## src/rtl/video_timing_pkg.sv

```systemverilog
// Default 640x480@60 timing constants and the beam-position type shared by the
// timing generator and everything downstream of it on the video path.
package video_timing_pkg;

  localparam int unsigned POS_W = 10;
  typedef logic [POS_W-1:0] pos_t;

  localparam int unsigned DEF_H_DISPLAY = 640;
  localparam int unsigned DEF_H_FRONT   = 16;
  localparam int unsigned DEF_H_SYNC    = 96;
  localparam int unsigned DEF_H_BACK    = 48;
  localparam int unsigned DEF_V_DISPLAY = 480;
  localparam int unsigned DEF_V_FRONT   = 10;
  localparam int unsigned DEF_V_SYNC    = 2;
  localparam int unsigned DEF_V_BACK    = 33;

  localparam int unsigned DEF_H_TOTAL = DEF_H_DISPLAY + DEF_H_FRONT + DEF_H_SYNC + DEF_H_BACK;
  localparam int unsigned DEF_V_TOTAL = DEF_V_DISPLAY + DEF_V_FRONT + DEF_V_SYNC + DEF_V_BACK;

  // Inclusive window test used by the sync decoders.
  function automatic logic in_window(input pos_t p, input pos_t lo, input pos_t hi);
    return (p >= lo) && (p <= hi);
  endfunction

endpackage

```

## src/rtl/vga_hvsync_generator_if.sv

```systemverilog
// Timing bundle from the sync generator to pixel pipelines and framebuffer readers.
interface vga_hvsync_generator_if;
  import video_timing_pkg::*;

  logic hsync;
  logic vsync;
  logic display_on;
  pos_t hpos;
  pos_t vpos;

  modport master (
    output hsync,
    output vsync,
    output display_on,
    output hpos,
    output vpos
  );

  modport slave (
    input hsync,
    input vsync,
    input display_on,
    input hpos,
    input vpos
  );

endinterface

```

## src/rtl/vga_hvsync_generator.sv

```systemverilog
// Free-running VGA beam counter with combinational sync/blanking decodes; all five
// outputs come from the same pair of registers so they stay cycle-aligned.
module vga_hvsync_generator
  import video_timing_pkg::*;
#(
  parameter int unsigned H_DISPLAY = DEF_H_DISPLAY,
  parameter int unsigned H_FRONT   = DEF_H_FRONT,
  parameter int unsigned H_SYNC    = DEF_H_SYNC,
  parameter int unsigned H_BACK    = DEF_H_BACK,
  parameter int unsigned V_DISPLAY = DEF_V_DISPLAY,
  parameter int unsigned V_FRONT   = DEF_V_FRONT,
  parameter int unsigned V_SYNC    = DEF_V_SYNC,
  parameter int unsigned V_BACK    = DEF_V_BACK
) (
  input  logic                  clk,
  input  logic                  reset,
  vga_hvsync_generator_if.master vga
);

  localparam int unsigned H_TOTAL = H_DISPLAY + H_FRONT + H_SYNC + H_BACK;
  localparam int unsigned V_TOTAL = V_DISPLAY + V_FRONT + V_SYNC + V_BACK;

  localparam pos_t H_LAST     = pos_t'(H_TOTAL - 1);
  localparam pos_t V_LAST     = pos_t'(V_TOTAL - 1);
  localparam pos_t H_VIS      = pos_t'(H_DISPLAY);
  localparam pos_t V_VIS      = pos_t'(V_DISPLAY);
  localparam pos_t HS_START   = pos_t'(H_DISPLAY + H_FRONT);
  localparam pos_t HS_END     = pos_t'(H_DISPLAY + H_FRONT + H_SYNC - 1);
  localparam pos_t VS_START   = pos_t'(V_DISPLAY + V_FRONT);
  localparam pos_t VS_END     = pos_t'(V_DISPLAY + V_FRONT + V_SYNC - 1);

  pos_t hpos_reg;
  pos_t hpos_next;
  pos_t vpos_reg;
  pos_t vpos_next;
  logic h_wrap;

  // ">=" rather than "==" so a corrupted counter recovers on the very next edge.
  assign h_wrap = (hpos_reg >= H_LAST);

  always_comb begin
    hpos_next = hpos_reg + pos_t'(1);
    vpos_next = vpos_reg;
    if (h_wrap) begin
      hpos_next = '0;
    end
    if (vpos_reg > V_LAST) begin
      vpos_next = '0;
    end else if (h_wrap) begin
      vpos_next = (vpos_reg == V_LAST) ? '0 : vpos_reg + pos_t'(1);
    end
  end

  always_ff @(posedge clk) begin
    if (!reset) begin
      hpos_reg <= '0;
      vpos_reg <= '0;
    end else begin
      hpos_reg <= hpos_next;
      vpos_reg <= vpos_next;
    end
  end

  assign vga.hpos       = hpos_reg;
  assign vga.vpos       = vpos_reg;
  assign vga.hsync      = ~in_window(hpos_reg, HS_START, HS_END);
  assign vga.vsync      = ~in_window(vpos_reg, VS_START, VS_END);
  assign vga.display_on = (hpos_reg < H_VIS) && (vpos_reg < V_VIS);

endmodule

```

## src/flat_wrapper.sv

```systemverilog
// flat-port wrapper written by rule: the top's interface ports become plain ports
module vga_hvsync_generator_flat import video_timing_pkg::*;
#(
  parameter int unsigned H_DISPLAY = DEF_H_DISPLAY,
  parameter int unsigned H_FRONT   = DEF_H_FRONT,
  parameter int unsigned H_SYNC    = DEF_H_SYNC,
  parameter int unsigned H_BACK    = DEF_H_BACK,
  parameter int unsigned V_DISPLAY = DEF_V_DISPLAY,
  parameter int unsigned V_FRONT   = DEF_V_FRONT,
  parameter int unsigned V_SYNC    = DEF_V_SYNC,
  parameter int unsigned V_BACK    = DEF_V_BACK
)
  (clk, reset, vga_hsync, vga_vsync, vga_display_on, vga_hpos, vga_vpos);
  vga_hvsync_generator_if vga_i ();
  input  logic clk;
  input  logic reset;
  output wire logic [$bits(vga_i.hsync)-1:0] vga_hsync;
  output wire logic [$bits(vga_i.vsync)-1:0] vga_vsync;
  output wire logic [$bits(vga_i.display_on)-1:0] vga_display_on;
  output wire logic [$bits(vga_i.hpos)-1:0] vga_hpos;
  output wire logic [$bits(vga_i.vpos)-1:0] vga_vpos;
  assign vga_hsync = vga_i.hsync;
  assign vga_vsync = vga_i.vsync;
  assign vga_display_on = vga_i.display_on;
  assign vga_hpos = vga_i.hpos;
  assign vga_vpos = vga_i.vpos;
  vga_hvsync_generator #(.H_DISPLAY(H_DISPLAY), .H_FRONT(H_FRONT), .H_SYNC(H_SYNC), .H_BACK(H_BACK), .V_DISPLAY(V_DISPLAY), .V_FRONT(V_FRONT), .V_SYNC(V_SYNC), .V_BACK(V_BACK)) u_core (.clk(clk), .reset(reset), .vga(vga_i));
endmodule
```

## config.mk

```make
export PLATFORM = sky130hd
export DESIGN_NAME = vga_hvsync_generator_flat
export DESIGN_NICKNAME = d
export VERILOG_FILES = /design/src/rtl/video_timing_pkg.sv /design/src/rtl/vga_hvsync_generator_if.sv /design/src/rtl/vga_hvsync_generator.sv /design/src/flat_wrapper.sv
export SDC_FILE = /design/constraint.sdc
export NUM_CORES = 1
export LEC_CHECK = 0
export CAP_MARGIN = 40
export CORE_ASPECT_RATIO = 0.8
export CORE_MARGIN = 1
export CORE_UTILIZATION = 51
export CTS_CLUSTER_DIAMETER = 150
export CTS_CLUSTER_SIZE = 20
export DETAILED_ROUTE_END_ITERATION = 8
export PLACE_DENSITY = 0.82
export SYNTH_ARGS = -nofsm -noshare
export SYNTH_HDL_FRONTEND = slang
export SYNTH_SLANG_ARGS = --single-unit
```

## constraint.sdc

```tcl
create_clock -name clk -period 3.5 [get_ports clk]
set_clock_uncertainty 0.15 [all_clocks]
set_input_delay 0.7 -clock clk [delete_from_list [all_inputs] [get_ports clk]]
set_output_delay 0.7 -clock clk [all_outputs]
set_load 0.05 [all_outputs]
```

After elaboration in Yosys (flattened, before gate mapping):

Cells that the tools add are included.

* register bits after elaboration: 20
* input port bits: 2

* add/subtract/negate cells: 2
* order comparisons: 8
* eq/ne operators: 1
* multiplexer cells: 1
* bitwise logic cells: 3
* reduce and logical (&&, ||, !) cells: 5

Operators with widths (count)
* adder 10 x 1 -> 10 bit, second input constant: 2
* greater-or-equal comparator 10 bit, second input constant: 2
* == test 10 bit, second input constant: 1
* greater-or-equal comparator 10 x 9 -> 1 bit, second input constant: 1
* > comparator 10 bit, second input constant: 1
* less-or-equal comparator 10 bit, second input constant: 1
* less-or-equal comparator 10 x 9 -> 1 bit, second input constant: 1
* less-than comparator 10 bit, second input constant: 1
* less-than comparator 10 x 9 -> 1 bit, second input constant: 1
* two-way mux 10 bit: 1
* OR reduction 2 bit: 2
* logical AND 1 bit: 3
* inverter 1 bit: 3

Logic depth before layout (Yosys ltp):

* depth after elaboration: 3
* mapped depth: 6
* gate-level depth less buffers: 6

Worst setup path after synthesis:

No wires, ideal clock.

* path kind: reg-to-output
* start: register u_core.hpos_reg[4], in the netlist u_core.vga.hpos[4]
* end: output port vga_hsync
* data arrival time: 1.581 ns
* required time: 2.650 ns
* slack: 1.069 ns
* stages on the path, launching flop included: 3
* cells stage by stage: dfxtp_1 > nor3_1 > or4_1

* cells in the longest elaborated chain, start to end: 3

RTL lines
* from (decl): RTL line vga_hvsync_generator.sv:32 `pos_t hpos_reg;`
* from (signal assigned): RTL line vga_hvsync_generator.sv:59 `hpos_reg <= hpos_next;`
* greater-or-equal comparator 10 bit or less-or-equal comparator 10 bit (tied branches): RTL line video_timing_pkg.sv:22 `return (p >= lo) && (p <= hi);`
* logical AND 1 bit (*): RTL line video_timing_pkg.sv:22
* inverter 1 bit (*): RTL line vga_hvsync_generator.sv:66 `assign vga.hsync = ~in_window(hpos_reg, HS_START, HS_END);`
* to (decl): RTL line flat_wrapper.sv:17 `output wire logic [$bits(vga_i.hsync)-1:0] vga_hsync;`

Every way passes the cells marked *; elsewhere a longest branch is shown, timed or not.

Worst setup path in the final report:

Ends and elaborated chain as after synthesis.

==> summary.md <==
| Metric | Value |
|---|---|
| Post-route core utilization | 69.9% |
| Core ar. | 0.00189 mm2 |
| Die height | roughly 42 um |
| GP Congestion | 0.853 |
| Share of layout cells above drive strength 1 | 4.67% |
| Fmax | 344 MHz |
| EDFF count, synth | 0 |
| Row Count | 14 |
| Asr flop ratio synth | 0% |
| Hold buffers post-CTS | 0 |
| CP startpoint kind | register |
| Number of distinct library cells after synthesis | 30 |
| Non-filler instance count after layout | 174 |
| Leakage | 0.000433 uW |
| ANT nets after route | 0 |
| First-pass GRT wire length | 3800 um |
| Worst R2R Path Depth | 5 |
| PwrDens | 298 mW/mm2 |
| Ys Warns | 0 |
| Vias | 1,015 |
| Hpwl dp | between 1500 and 2000 um |
| Status | completed |
| Top-area cell type share of the netlist area | 38.9% |
| # nets final | 157 |
| Final hold vios | 0 |
| DP Worst Slack | 0.931 ns |
| Layout area overhead | 28.6% |
| CTS buffer count | 3 |
| Total track usage | 23.5% |
| Clock Path Buffers | 2 |
| Clock root cell | clkbuf_4 |
| TNS Setup | 0 ns |
| Synth area leader | dfxtp_1 |
| Worst hold path stage count | 1 |
| Final WS setup | 0.593 ns |
| Count leader, synth | dfxtp_1 |
| CTS tree | done |
| Die area | about 0.0022 mm2 |
| Router iterations before antenna repair | 5 |
| Clock transition at path regs | roughly 0.11 ns |
| Initial Util | 54.4% |
| Synth Cell Area | roughly 0.0010 mm2 |
| Mapped Cells | 125 |
| Synth top cells by count | 20 x dfxtp_1, 14 x nand2_1, 12 x nand3_1, 11 x nor2_1, 10 x a21oi_1 |
| I/O Buffers | 24 |
| Clock Sinks | 20 |
| IO Pins | 25 |
| Drt total wl | around 2300 um |
| Tmin final | 2.91 ns |
| Slew @ Worst Pin | 0.592 ns |
| Clock latency on the worst-skew pair | around 0.30 ns |
| Req. time, crit path | 2.65 ns |
| DRC errors left | 0 |
| Slew margin rel. | 60.5% |
| ANT cells | 0 |
| Initial antenna violation count | 0 |
| DRT iter0 DRCs | 38 |
| Crit-path max FO | 7 |
| H-tree depth | 1 |
| Placed insts | 170 |
| Largest net degree at the start of global routing | 15 |
| Die width | 52.2 um |
| Final setup fails | 0 |
| Crit share post-route | 83.1% |
| #FFs+latches synth | 20 |
| Crit. End Element | primary output |
| # fillers | 159 |
| Sequential share of the synthesized area | 38.9% |
| Grt ovf | 0 |
| RSZ-0062 raised after global routing | false |
| CP arrival | 2.06 ns |
| Post-CTS setup buffers | 0 |
| Drt via density | 5.83 |
| Most used flip-flop cell after synthesis | dfxtp_1 |
| Slew Viols, Final | 0 |
| Synthesized Nets | 131 |
| Worst IR drop on VDD | 0.277 mV |
| Wire per inst | 13.3 um |
| Post-CTS sizing | 0 |
| Hold WC Path Type | reg -> reg |
| Vias in the first global route | 827 |
| Largest cells by area after synthesis | dfxtp_1 39%, nand3_1 5.8%, nand2_1 5.1%, a21oi_1 4.9%, ha_1 4.9% |
| Syn Area/Cell | 8.23 um2 |
| MaxCap Viol Count | 0 |
| Crit path kind | reg -> out |
-- logic make-up after synthesis --
family,Yosys count,share of synthesized area [%]
xor gates and xnor gates,7,5.96
AOI/OAI and AO/OA,24,14.5
DFF,20,38.9
buffers and inverters,9,3.41
adders and majority gates,4,4.87
and+or+nand+nor,61,32.4
-- area by class of cell --
cell class / count / area, um2 / share of cell area, %
Clock buffer: 4 / 36.3 / 2.74
Inverter: 6 / 22.5 / 1.70
Tap cell: 24 / 30.0 / 2.27
Multi-Input combinational cell: 96 / 593 / 44.8
Timing Repair Buffer: 24 / 240 / 18.2
Sequential cell: 20 / 400 / 30.3
-- report_power, final --
group	total (uW)	switching, uW	internal [uW]
Clock	132	68.6	63.5
Combinational	27.6	18.8	8.86
Sequential	235	4.40	230
Total	395	91.7	303
-- path summary, 6_finish.rpt --
path / start / end / slack (ns)
worst max register to register: u_core.vga.hpos[0] / u_core.vga.vpos[6] / 1.41
worst min register to register: u_core.vga.hpos[0] / u_core.vga.hpos[0] / 0.37
worst min-delay path: u_core.vga.hpos[0] / u_core.vga.hpos[0] / 0.37
worst max-delay path: u_core.vga.hpos[4] / vga_hsync / 0.59
-- stage by stage --
step / area (um2) / hold slack (ns) / total power (uW)
2_1_floorplan: 1030 / 0.529 / 257
3_3_place_gp: 1290 / 0.321 / 266
3_5_place_dp: 1290 / 0.350 / 267
4_1_cts: 1320 / 0.378 / 398
5_1_grt: 1320 / 0.424 / 412
6_report: 1320 / 0.374 / 395
-- cell usage in the layout (no fill, tap or decap), types with 4 or more instances in the layout --
cell type,count
ha_1,4
xor2_1,4
and4_1,4
dfxtp_1,20
o21ai_0,4
nand2_1,14
clkdlybuf4s50_1,24
nand3_1,12
nor2_1,11
inv_1,6
a21oi_1,10
-- layer usage --
layer	share of wire, %	up-vias	global-route usage, %
met5	0	-	0
met4	1.3	0	8.95
met3	6.0	5	6.52
met2	44	32	34.1
met1	48	466	33.0
li1	-	512	-
-- critical path, cell delays in order, from the launching register on --
cell and delay (ns):
dfxtp_1 0.46, nor3_1 0.08, or4_1 0.50, clkdlybuf4s50_1 0.71
No activity file was read; power rests on OpenSTA's default activity.
